[src/rtl/motion_pkg.sv]
// Shared definitions for the motion core: datapath widths, arbiter state
// encodings and the result returned for a zero divisor.
package motion_pkg;

    localparam int DIV_W = 32;
    localparam int QUO_W = 64;

    localparam logic [QUO_W-1:0] DIV_ZERO_RESULT = '0;

    typedef enum logic [1:0] {
        ARB_IDLE    = 2'd0,
        ARB_ISSUE   = 2'd1,
        ARB_WAIT    = 2'd2,
        ARB_DELIVER = 2'd3
    } arb_state_t;

endpackage

[src/rtl/div_arbiter_rr_pick.sv]
// Combinational round-robin picker: returns the first pending channel found
// when scanning upward from last+1, wrapping modulo N.
module rr_pick #(
    parameter int N    = 4,
    parameter int CH_W = $clog2(N)
) (
    input  logic [N-1:0]    pend,
    input  logic [CH_W-1:0] last,
    output logic            valid,
    output logic [CH_W-1:0] grant_idx
);

    // cand_idx[i] is the channel visited at scan position i (offset i+1 from last)
    logic [CH_W-1:0] cand_idx [N];
    logic [N-1:0]    cand_hit;

    genvar gi;
    generate
        for (gi = 0; gi < N; gi++) begin : g_cand
            assign cand_idx[gi] = CH_W'((int'(last) + gi + 1) % N);
            assign cand_hit[gi] = pend[cand_idx[gi]];
        end
    endgenerate

    // Lowest scan position with a pending channel wins
    always_comb begin
        valid     = |cand_hit;
        grant_idx = '0;
        for (int i = N - 1; i >= 0; i--) begin
            if (cand_hit[i]) begin
                grant_idx = cand_idx[i];
            end
        end
    end

endmodule

[src/rtl/div_arbiter.sv]
// Shares one sequential divider among N axis planners. Requests are buffered
// per channel, granted round-robin, and the quotient is returned with a
// one-cycle done strobe to the owning channel. All outputs are registered.
import motion_pkg::*;

module div_arbiter #(
    parameter int N    = 4,
    parameter int CH_W = $clog2(N)
) (
    input  logic               clk,
    input  logic               reset,
    input  logic [N-1:0]       req_start,
    input  logic [N*DIV_W-1:0] req_divident,
    input  logic [N*DIV_W-1:0] req_divisor,
    output logic [N-1:0]       req_done,
    output logic [QUO_W-1:0]   quotient,
    output logic [DIV_W-1:0]   div_divident,
    output logic [DIV_W-1:0]   div_divisor,
    output logic               div_start,
    input  logic [QUO_W-1:0]   div_quotient,
    input  logic               div_done,
    output logic               busy
);

    arb_state_t state_reg, state_next;

    logic [N-1:0]     pend_reg, pend_next;
    logic [DIV_W-1:0] opa_reg [N];
    logic [DIV_W-1:0] opb_reg [N];
    logic [CH_W-1:0]  last_reg, owner_reg;
    logic             stale_reg;
    logic             zero_reg;   // current service is a divide-by-zero shortcut

    logic             pick_valid;
    logic [CH_W-1:0]  pick_idx;
    logic             grant_en;
    logic             pick_zero;
    logic             owner_hit;
    logic             in_flight;

    logic [N-1:0]     req_done_reg, req_done_next;
    logic [QUO_W-1:0] quotient_reg, quotient_next;
    logic [DIV_W-1:0] div_divident_reg, div_divident_next;
    logic [DIV_W-1:0] div_divisor_reg, div_divisor_next;
    logic             div_start_reg, div_start_next;
    logic             busy_reg, busy_next;

    rr_pick #(
        .N    (N),
        .CH_W (CH_W)
    ) u_pick (
        .pend      (pend_reg),
        .last      (last_reg),
        .valid     (pick_valid),
        .grant_idx (pick_idx)
    );

    assign grant_en  = (state_reg == ARB_IDLE) && pick_valid;
    assign pick_zero = (opb_reg[pick_idx] == '0);
    assign owner_hit = req_start[owner_reg];
    assign in_flight = (state_reg == ARB_ISSUE) || (state_reg == ARB_WAIT);

    // A new request always (re)arms the channel, even when it is granted the
    // same cycle, so a request is never lost
    genvar gi;
    generate
        for (gi = 0; gi < N; gi++) begin : g_pend
            assign pend_next[gi] = req_start[gi] ? 1'b1 :
                                   (grant_en && (pick_idx == CH_W'(gi))) ? 1'b0 :
                                   pend_reg[gi];
        end
    endgenerate

    // Per-channel operand buffers; a later request overwrites earlier operands
    always_ff @(posedge clk) begin
        for (int k = 0; k < N; k++) begin
            if (req_start[k]) begin
                opa_reg[k] <= req_divident[k*DIV_W +: DIV_W];
                opb_reg[k] <= req_divisor[k*DIV_W +: DIV_W];
            end
        end
    end

    // Pending flags, owner bookkeeping and the stale marker
    always_ff @(posedge clk) begin
        if (reset) begin
            pend_reg  <= '0;
            last_reg  <= CH_W'(N - 1);
            owner_reg <= '0;
            stale_reg <= 1'b0;
            zero_reg  <= 1'b0;
        end else begin
            pend_reg <= pend_next;
            if (grant_en) begin
                owner_reg <= pick_idx;
                last_reg  <= pick_idx;
                zero_reg  <= pick_zero;
            end
            if (state_reg == ARB_DELIVER) begin
                stale_reg <= 1'b0;
            end else if (in_flight && owner_hit) begin
                stale_reg <= 1'b1;
            end
        end
    end

    // FSM state register
    always_ff @(posedge clk) begin
        if (reset) begin
            state_reg <= ARB_IDLE;
        end else begin
            state_reg <= state_next;
        end
    end

    // FSM next-state logic
    always_comb begin
        state_next = state_reg;
        case (state_reg)
            ARB_IDLE: begin
                if (pick_valid) begin
                    state_next = pick_zero ? ARB_DELIVER : ARB_ISSUE;
                end
            end
            ARB_ISSUE:   state_next = ARB_WAIT;
            ARB_WAIT: begin
                if (div_done) begin
                    state_next = ARB_DELIVER;
                end
            end
            ARB_DELIVER: state_next = ARB_IDLE;
            default:     state_next = ARB_IDLE;
        endcase
    end

    // FSM output logic: next values of the registered outputs. A re-request
    // landing in the same cycle as div_done also discards the result.
    always_comb begin
        req_done_next     = '0;
        quotient_next     = quotient_reg;
        div_divident_next = div_divident_reg;
        div_divisor_next  = div_divisor_reg;
        div_start_next    = (state_next == ARB_ISSUE);
        busy_next         = (state_next != ARB_IDLE);
        case (state_reg)
            ARB_IDLE: begin
                if (pick_valid) begin
                    div_divident_next = opa_reg[pick_idx];
                    div_divisor_next  = opb_reg[pick_idx];
                    if (pick_zero) begin
                        quotient_next = DIV_ZERO_RESULT;
                    end
                end
            end
            ARB_WAIT: begin
                if (div_done && !(stale_reg || owner_hit)) begin
                    quotient_next            = div_quotient;
                    req_done_next[owner_reg] = 1'b1;
                end
            end
            ARB_DELIVER: begin
                if (zero_reg) begin
                    req_done_next[owner_reg] = 1'b1;
                end
            end
            default: ;
        endcase
    end

    // Output registers
    always_ff @(posedge clk) begin
        if (reset) begin
            req_done_reg     <= '0;
            quotient_reg     <= '0;
            div_divident_reg <= '0;
            div_divisor_reg  <= '0;
            div_start_reg    <= 1'b0;
            busy_reg         <= 1'b0;
        end else begin
            req_done_reg     <= req_done_next;
            quotient_reg     <= quotient_next;
            div_divident_reg <= div_divident_next;
            div_divisor_reg  <= div_divisor_next;
            div_start_reg    <= div_start_next;
            busy_reg         <= busy_next;
        end
    end

    assign req_done     = req_done_reg;
    assign quotient     = quotient_reg;
    assign div_divident = div_divident_reg;
    assign div_divisor  = div_divisor_reg;
    assign div_start    = div_start_reg;
    assign busy         = busy_reg;

endmodule

[config.mk]
export PLATFORM = sky130hd
export DESIGN_NAME = div_arbiter
export DESIGN_NICKNAME = d
export VERILOG_FILES = /design/src/rtl/motion_pkg.sv /design/src/rtl/div_arbiter_rr_pick.sv /design/src/rtl/div_arbiter.sv
export SDC_FILE = /design/constraint.sdc
export NUM_CORES = 1
export LEC_CHECK = 0
export ABC_AREA = 1
export CORE_AREA = 2 2 178 180
export CTS_BUF_LIST = sky130_fd_sc_hd__clkbuf_4 sky130_fd_sc_hd__clkbuf_8 sky130_fd_sc_hd__clkbuf_16
export DETAILED_ROUTE_END_ITERATION = 7
export DIE_AREA = 0 0 180 182
export DONT_BUFFER_PORTS = 1
export PLACE_DENSITY_LB_ADDON = 0.05
export SLEW_MARGIN = 15
export SYNTH_ARGS = -nofsm -noshare
export SYNTH_HDL_FRONTEND = slang
export SYNTH_SLANG_ARGS = --single-unit
export TNS_END_PERCENT = 5
[constraint.sdc]
create_clock -name clk -period 7.2 [get_ports clk]
set_clock_uncertainty 0.1 [all_clocks]
set_input_delay 1.44 -clock clk [delete_from_list [all_inputs] [get_ports clk]]
set_output_delay 1.44 -clock clk [all_outputs]
set_load 0.03 [all_outputs]
==> flow_summary.yaml, run 1 <==
critical_path:
  path_common_cell: "nand2_1"
  worstPathCellList: "inv_2 -> nand2_1 -> nand2_1 -> nand2_2 -> nand2_1 -> inv_2 -> nand2_1 -> nand2_4 -> nand2_4 -> nor2_4 -> buf_4 -> nand2_1 -> nand2_1 -> nor2_1 -> nand2_1 -> nor2_1 -> nand2_1 -> nor2_1 -> nand2_1 -> nand2_8 -> nand3_4 -> nand2_1 -> nand2_1 -> nor2_1"
  cp.arrival_ns: 5.25
  cp-end-kind: "flip-flop"
  crit_fanout: 116
  startpoint_type: "flip-flop"
  required_ns: 7.52
  crit_path_top_delay_cell: "nor2_4"
  worstSetupPathType: "reg2reg"
  cp_slowest_stage_delay_ns: 0.98
finish:
  synthToLayoutAreaGrowth_pct: 10.4
  layout.nets: 1731
  drive_gt1_share_pct: 6.96
  postLayoutCellArea_sq_um: 17300
timing:
  final_max_slew_viol_count: 0
  timing.setup.tns_ns: 0
  fin_crit_ns: 4.94
  setup_viol: 0
  fin_ws_ns: 2.26
  fin_crit_sh_pct: 68.6
  maxSlewHeadroom_pct: 21.5
  tightestPinTransition_ns: 1.18
  rsz0062_at_grt: "false"
  fmax_ghz: 0.203
  hold_viol_final: 0
  whs_ns: 0.385
synth:
  synthesis.area_sq_um: 15700
  syn_inst: 1452
  syn_area_per_cell_sq_um: 10.8
  ys_types: 33
  synth_fp_nets: 1782
  ys_seq_area_share_pct: 67.8
  synth_seq_cells: 402
  yosysWarnings: 0
power_and_ir_drop:
  power_mw: 9.34
  vdd_drop_max_mv: 0.319
  power_density_nw_per_um2: 540
  p_leak_nw: 6.73
die:
  initial_core_util_pct: 50.5
  dieArea_sq_um: 32800
  die_y_um: 182
  ioPinCount: 461
  core_area_sq_um: 31000
  die_x_um: 180
  rows: 65
clock_network:
  clk_path_buf_depth: 3
  cts_tree: "yes"
  cts_setup_buffers: 0
  cts_made_buffers: 43
  cts_hold_buf: 0
  cts_sinks: 402
  clk_latency_ns: 0.54
  path_clk_slew_ns: 0.06
  root_buffer: "clkbuf_16"
  cts_resized: 0
  cts_max_level: 2
placed_design:
  portBuffers: 0
  post-dp-hpwl_mm: 26.1
  pre_cts_ws_ns: 1.93
  gp_congestion: 0.850
  dpl_cell_area_sq_um: 15800
global_routing:
  grt_overflow: 0
  antenna_found_initial: 18
  grt_pass1_wl_mm: 62.0
  grt_max_degree: 117
  track_usage_pct: 24.5
  grt_pass1_vias: 10400
worst_hold_path:
  hold_class: "reg2reg"
drt:
  drc_errors: 0
  postRouteAntennaNets: 0
  first_pass_iters: 5
  wl_per_cell_um: 22.5
  drtIter0Drc: 730
  drt-total-wl_mm: 41.5
  num_vias: 10600
  vias_per_cell: 5.76
run_status:
  outcome: "finished, final reports clean"
flow_run:
  cap_violations: 0
-- cells in the final DEF, fill, tap and decap left out, types with 44 or more instances in the layout --
cell type and instances:
nand2_1 366, a31oi_1 89, dfxtp_1 146, inv_1 70, nand4_1 64, nand3_1 58, edfxtp_1 256, nor2_1 121
a22oi_1 64, clkbuf_16 44
-- area by class of cell --
class | instances | area [sq um]
Tap cell | 402 | 503
Clock inverter | 27 | 277
Clock buffer | 53 | 1190
Timing Repair Buffer | 9 | 67.6
Inverter | 76 | 288
Sequential cell | 402 | 10600
Antenna cell | 11 | 27.5
Fill cell | 2631 | 13700
Multi-Input combinational cell | 869 | 4320
-- logic make-up (layout without fill, tap and decap cells) --
group / count (synthesis) / count (layout) / share of synthesized area [%]
AO/OA/AOI/OAI: 238 / 238 / 9.95
adder cells (fa/ha/maj): 3 / 3 / 0.240
buffers and inverters: 181 / 165 / 5.05
flip-flops: 402 / 402 / 67.8
other: 0 / 11 / 0
AND/OR/NAND/NOR: 628 / 628 / 17.0
-- layer usage --
metal	share of wire, %	vias up	GRT usage [%]
met5	0.18	-	0
met4	2.4	12	8.16
met3	9.9	78	8.58
met2	50	475	42.0
met1	38	5027	28.8
li1	-	5053	-
-- worst max-delay path: cells and delay by family, from the launching register on --
| kind | cells | cell delay [ns] |
|---|---|---|
| flops | 1 | 0.43 |
| simple gates | 21 | 3.52 |
| buf+inv | 3 | 0.70 |
-- synthesized netlist by cell type (all sizes together) --
cell type | number | area share [%]
a21oi | 10 | 0.34
nor3 | 5 | 0.16
a22oi | 64 | 3.1
clkbuf | 66 | 1.6
nor2 | 125 | 3.1
o21ai | 38 | 1.2
a211oi | 3 | 0.14
nand2 | 371 | 9.1
nor4 | 2 | 0.080
clkinv | 1 | 0.024
nand3 | 60 | 2.0
edfxtp | 256 | 49
a31oi | 89 | 3.6
nand3b | 1 | 0.048
dfxtp | 146 | 19
inv | 75 | 1.8
o22ai | 1 | 0.040
o211ai | 33 | 1.6
ha | 3 | 0.24
buf | 39 | 1.6
nand4 | 64 | 2.6
-- path summary, 6_finish.rpt --
| kind | start | endpoint | slack, ns | depth (start not counted) |
|---|---|---|---|---|
| setup / recovery | last_reg[0] | quotient[4] | 2.26 | 24 |
| hold / removal | pend_reg[0] | pend_reg[0] | 0.38 | 2 |
| setup reg to reg | last_reg[0] | quotient[4] | 2.26 | 24 |
| hold reg to reg | pend_reg[0] | pend_reg[0] | 0.38 | 2 |
-- power breakdown --
group	switching, mW	leakage (nW)	internal, mW
Combinational	2.27	2.29	0.942
Sequential	0.948	3.71	2.94
Clock	0.883	0.725	1.36
Total	4.10	6.73	5.24
-- stage by stage --
stage / std cells / utilization (%)
2_1_floorplan: 1452 / -
4_1_cts: 1838 / 55.6
6_report: 1849 / 55.8
3_5_place_dp: 1758 / 50.9
3_3_place_gp: 1758 / 50.9
5_1_grt: 1847 / 55.8
Power figures use the tool's default switching activity.
==> inputs of run 2 (changes only) <==
--- a/config.mk
+++ b/config.mk
@@ -6,10 +6,10 @@
 export NUM_CORES = 1
 export LEC_CHECK = 0
 export ABC_AREA = 1
-export CORE_AREA = 2 2 178 180
+export CORE_AREA = 2 2 179 181
 export CTS_BUF_LIST = sky130_fd_sc_hd__clkbuf_4 sky130_fd_sc_hd__clkbuf_8 sky130_fd_sc_hd__clkbuf_16
 export DETAILED_ROUTE_END_ITERATION = 7
-export DIE_AREA = 0 0 180 182
+export DIE_AREA = 0 0 181 183
 export DONT_BUFFER_PORTS = 1
 export PLACE_DENSITY_LB_ADDON = 0.05
 export SLEW_MARGIN = 15
==> constraint.sdc (replaced) <==
create_clock -name clk -period 4.4 [get_ports clk]
set_clock_uncertainty 0.1 [all_clocks]
set_input_delay 0.88 -clock clk [delete_from_list [all_inputs] [get_ports clk]]
set_output_delay 0.88 -clock clk [all_outputs]
set_load 0.03 [all_outputs]
==> run 2 against run 1 <==
Worst setup slack lost 1.7 ns. Design area grew 1.1%. First-iteration DRC count grew 6.0%. Critical path depth is the same. Highest routed layer unchanged.
==> flow_summary.yaml, run 2 (same netlist as run 1, synthesis figures left out) <==
critical_path:
  cp-end-kind: "flip-flop"
  required_ns: 4.77
  cp.arrival_ns: 4.17
  crit_path_top_delay_cell: "a21oi_4"
  worstPathCellList: "inv_2 -> nand2_1 -> nand2_1 -> nand2_1 -> nand2_1 -> clkinv_1 -> nand2_1 -> a21oi_4 -> nor2_4 -> buf_12 -> nand2_1 -> nand2_1 -> nor2_1 -> nand2_1 -> nor2_1 -> nand2_1 -> nor2_1 -> nand2_1 -> nand2_4 -> buf_16 -> nand3_4 -> nand2_1 -> nand2_1 -> nor2_1"
  startpoint_type: "flip-flop"
  worstSetupPathType: "reg2reg"
  cp_slowest_stage_delay_ns: 0.46
  path_common_cell: "nand2_1"
  crit_fanout: 58
timing:
  whs_ns: 0.311
  timing.setup.tns_ns: 0
  fin_crit_ns: 3.80
  fin_ws_ns: 0.598
  final_max_slew_viol_count: 0
  hold_viol_final: 0
  rsz0062_at_grt: "false"
  fin_crit_sh_pct: 86.4
  tightestPinTransition_ns: 0.801
  maxSlewHeadroom_pct: 46.6
  setup_viol: 0
  fmax_ghz: 0.263
finish:
  final_util_pct: 55.9
  seqCellArea_sq_um: 10600
  synthToLayoutAreaGrowth_pct: 11.6
  postLayoutCellArea_sq_um: 17500
  multiInputGateArea_sq_um: 4330
  final_cells: 1865
  mostFrequentLayoutCells: "nand2_1 (366), edfxtp_1 (256), dfxtp_1 (146)"
  layout.nets: 1740
  drive_gt1_share_pct: 7.82
  final_common_cell: "nand2_1"
  fillerInstances: 2725
drt:
  num_vias: 10700
  vias_per_cell: 5.75
  drc_errors: 0
  postRouteAntennaNets: 0
  wl_per_cell_um: 23.4
  drtIter0Drc: 774
  first_pass_iters: 5
  drt-total-wl_mm: 43.6
placed_design:
  post-dp-hpwl_mm: 27.5
  portBuffers: 0
  pre_cts_ws_ns: 0.325
  gp_congestion: 0.839
  dp.cells: 1765
  dpl_cell_area_sq_um: 15900
die:
  die_y_um: 183
  ioPinCount: 461
  initial_core_util_pct: 50.1
  core_area_sq_um: 31200
  die_x_um: 181
  rows: 65
  dieArea_sq_um: 33100
clock_network:
  root_buffer: "clkbuf_16"
  cts_setup_buffers: 0
  cts_tree: "yes"
  path_clk_slew_ns: 0.06
  cts_made_buffers: 43
  clk_path_buf_depth: 3
  cts_max_level: 2
  clk_latency_ns: 0.54
  cts_sinks: 402
  cts_resized: 0
  cts_hold_buf: 0
flow_run:
  cap_violations: 0
global_routing:
  grt_overflow: 0
  track_usage_pct: 25.2
  antenna_found_initial: 22
  grt_pass1_wl_mm: 63.6
  grt_max_degree: 117
  grt_pass1_vias: 10300
worst_hold_path:
  hold_class: "in2reg"
power_and_ir_drop:
  p_leak_nw: 6.81
  vdd_drop_max_mv: 0.407
  power_density_nw_per_um2: 895
  power_mw: 15.6
run_status:
  outcome: "finished, final reports clean"
## run 2: changes by cell type in the layout (fill, tap and decap cells not counted), sizes merged
cell    before  now
bufinv       5    4
clkinv      19   12
nand2      371  372
diode       11   18
clkbuf      53   61
buf          9   16
inv         76   77
## run 2: path summary, 6_finish.rpt
path / cells after the start / to / from / slack (ns)
min reg2reg: 2 / stale_reg / stale_reg / 0.39
max: 24 / quotient[21] / last_reg[0] / 0.60
min: 1 / pend_reg[2] / reset / 0.31
max reg2reg: 24 / quotient[21] / last_reg[0] / 0.60
## run 2: power breakdown
group          total, mW  switching, mW  internal (mW)
combinational       5.55           3.83           1.72
sequential          6.38           1.57           4.81
clock               3.71           1.48           2.23
total               15.6           6.88           8.76
## run 2: final cells by class
cell class | instances | area share, %
sequential | 402 | 60.7
timing repair buffer | 17 | 1.30
clock buffer | 60 | 7.13
multi-input combinational | 870 | 24.8
clock inverter | 20 | 1.29
antenna | 18 | 0.258
inverter | 76 | 1.65
tap | 402 | 2.88
## run 2: worst max-delay path: cells and delay by family (launching register included)
family                 cells  cell delay, ns
AOI/OAI and AO/OA          1            0.46
buffers and inverters      4            0.63
DFF                        1            0.43
and+or+nand+nor           19            2.04
## run 2: routing by layer
| metal | vias to the layer above | wire length (um) | GRT usage, % |
|---|---|---|---|
| met5 | - | 52 | 0 |
| met4 | 8 | 1060 | 8.33 |
| met3 | 73 | 3990 | 9.13 |
| met2 | 419 | 21300 | 41.6 |
| met1 | 5151 | 17300 | 30.9 |
| li1 | 5082 | - | - |
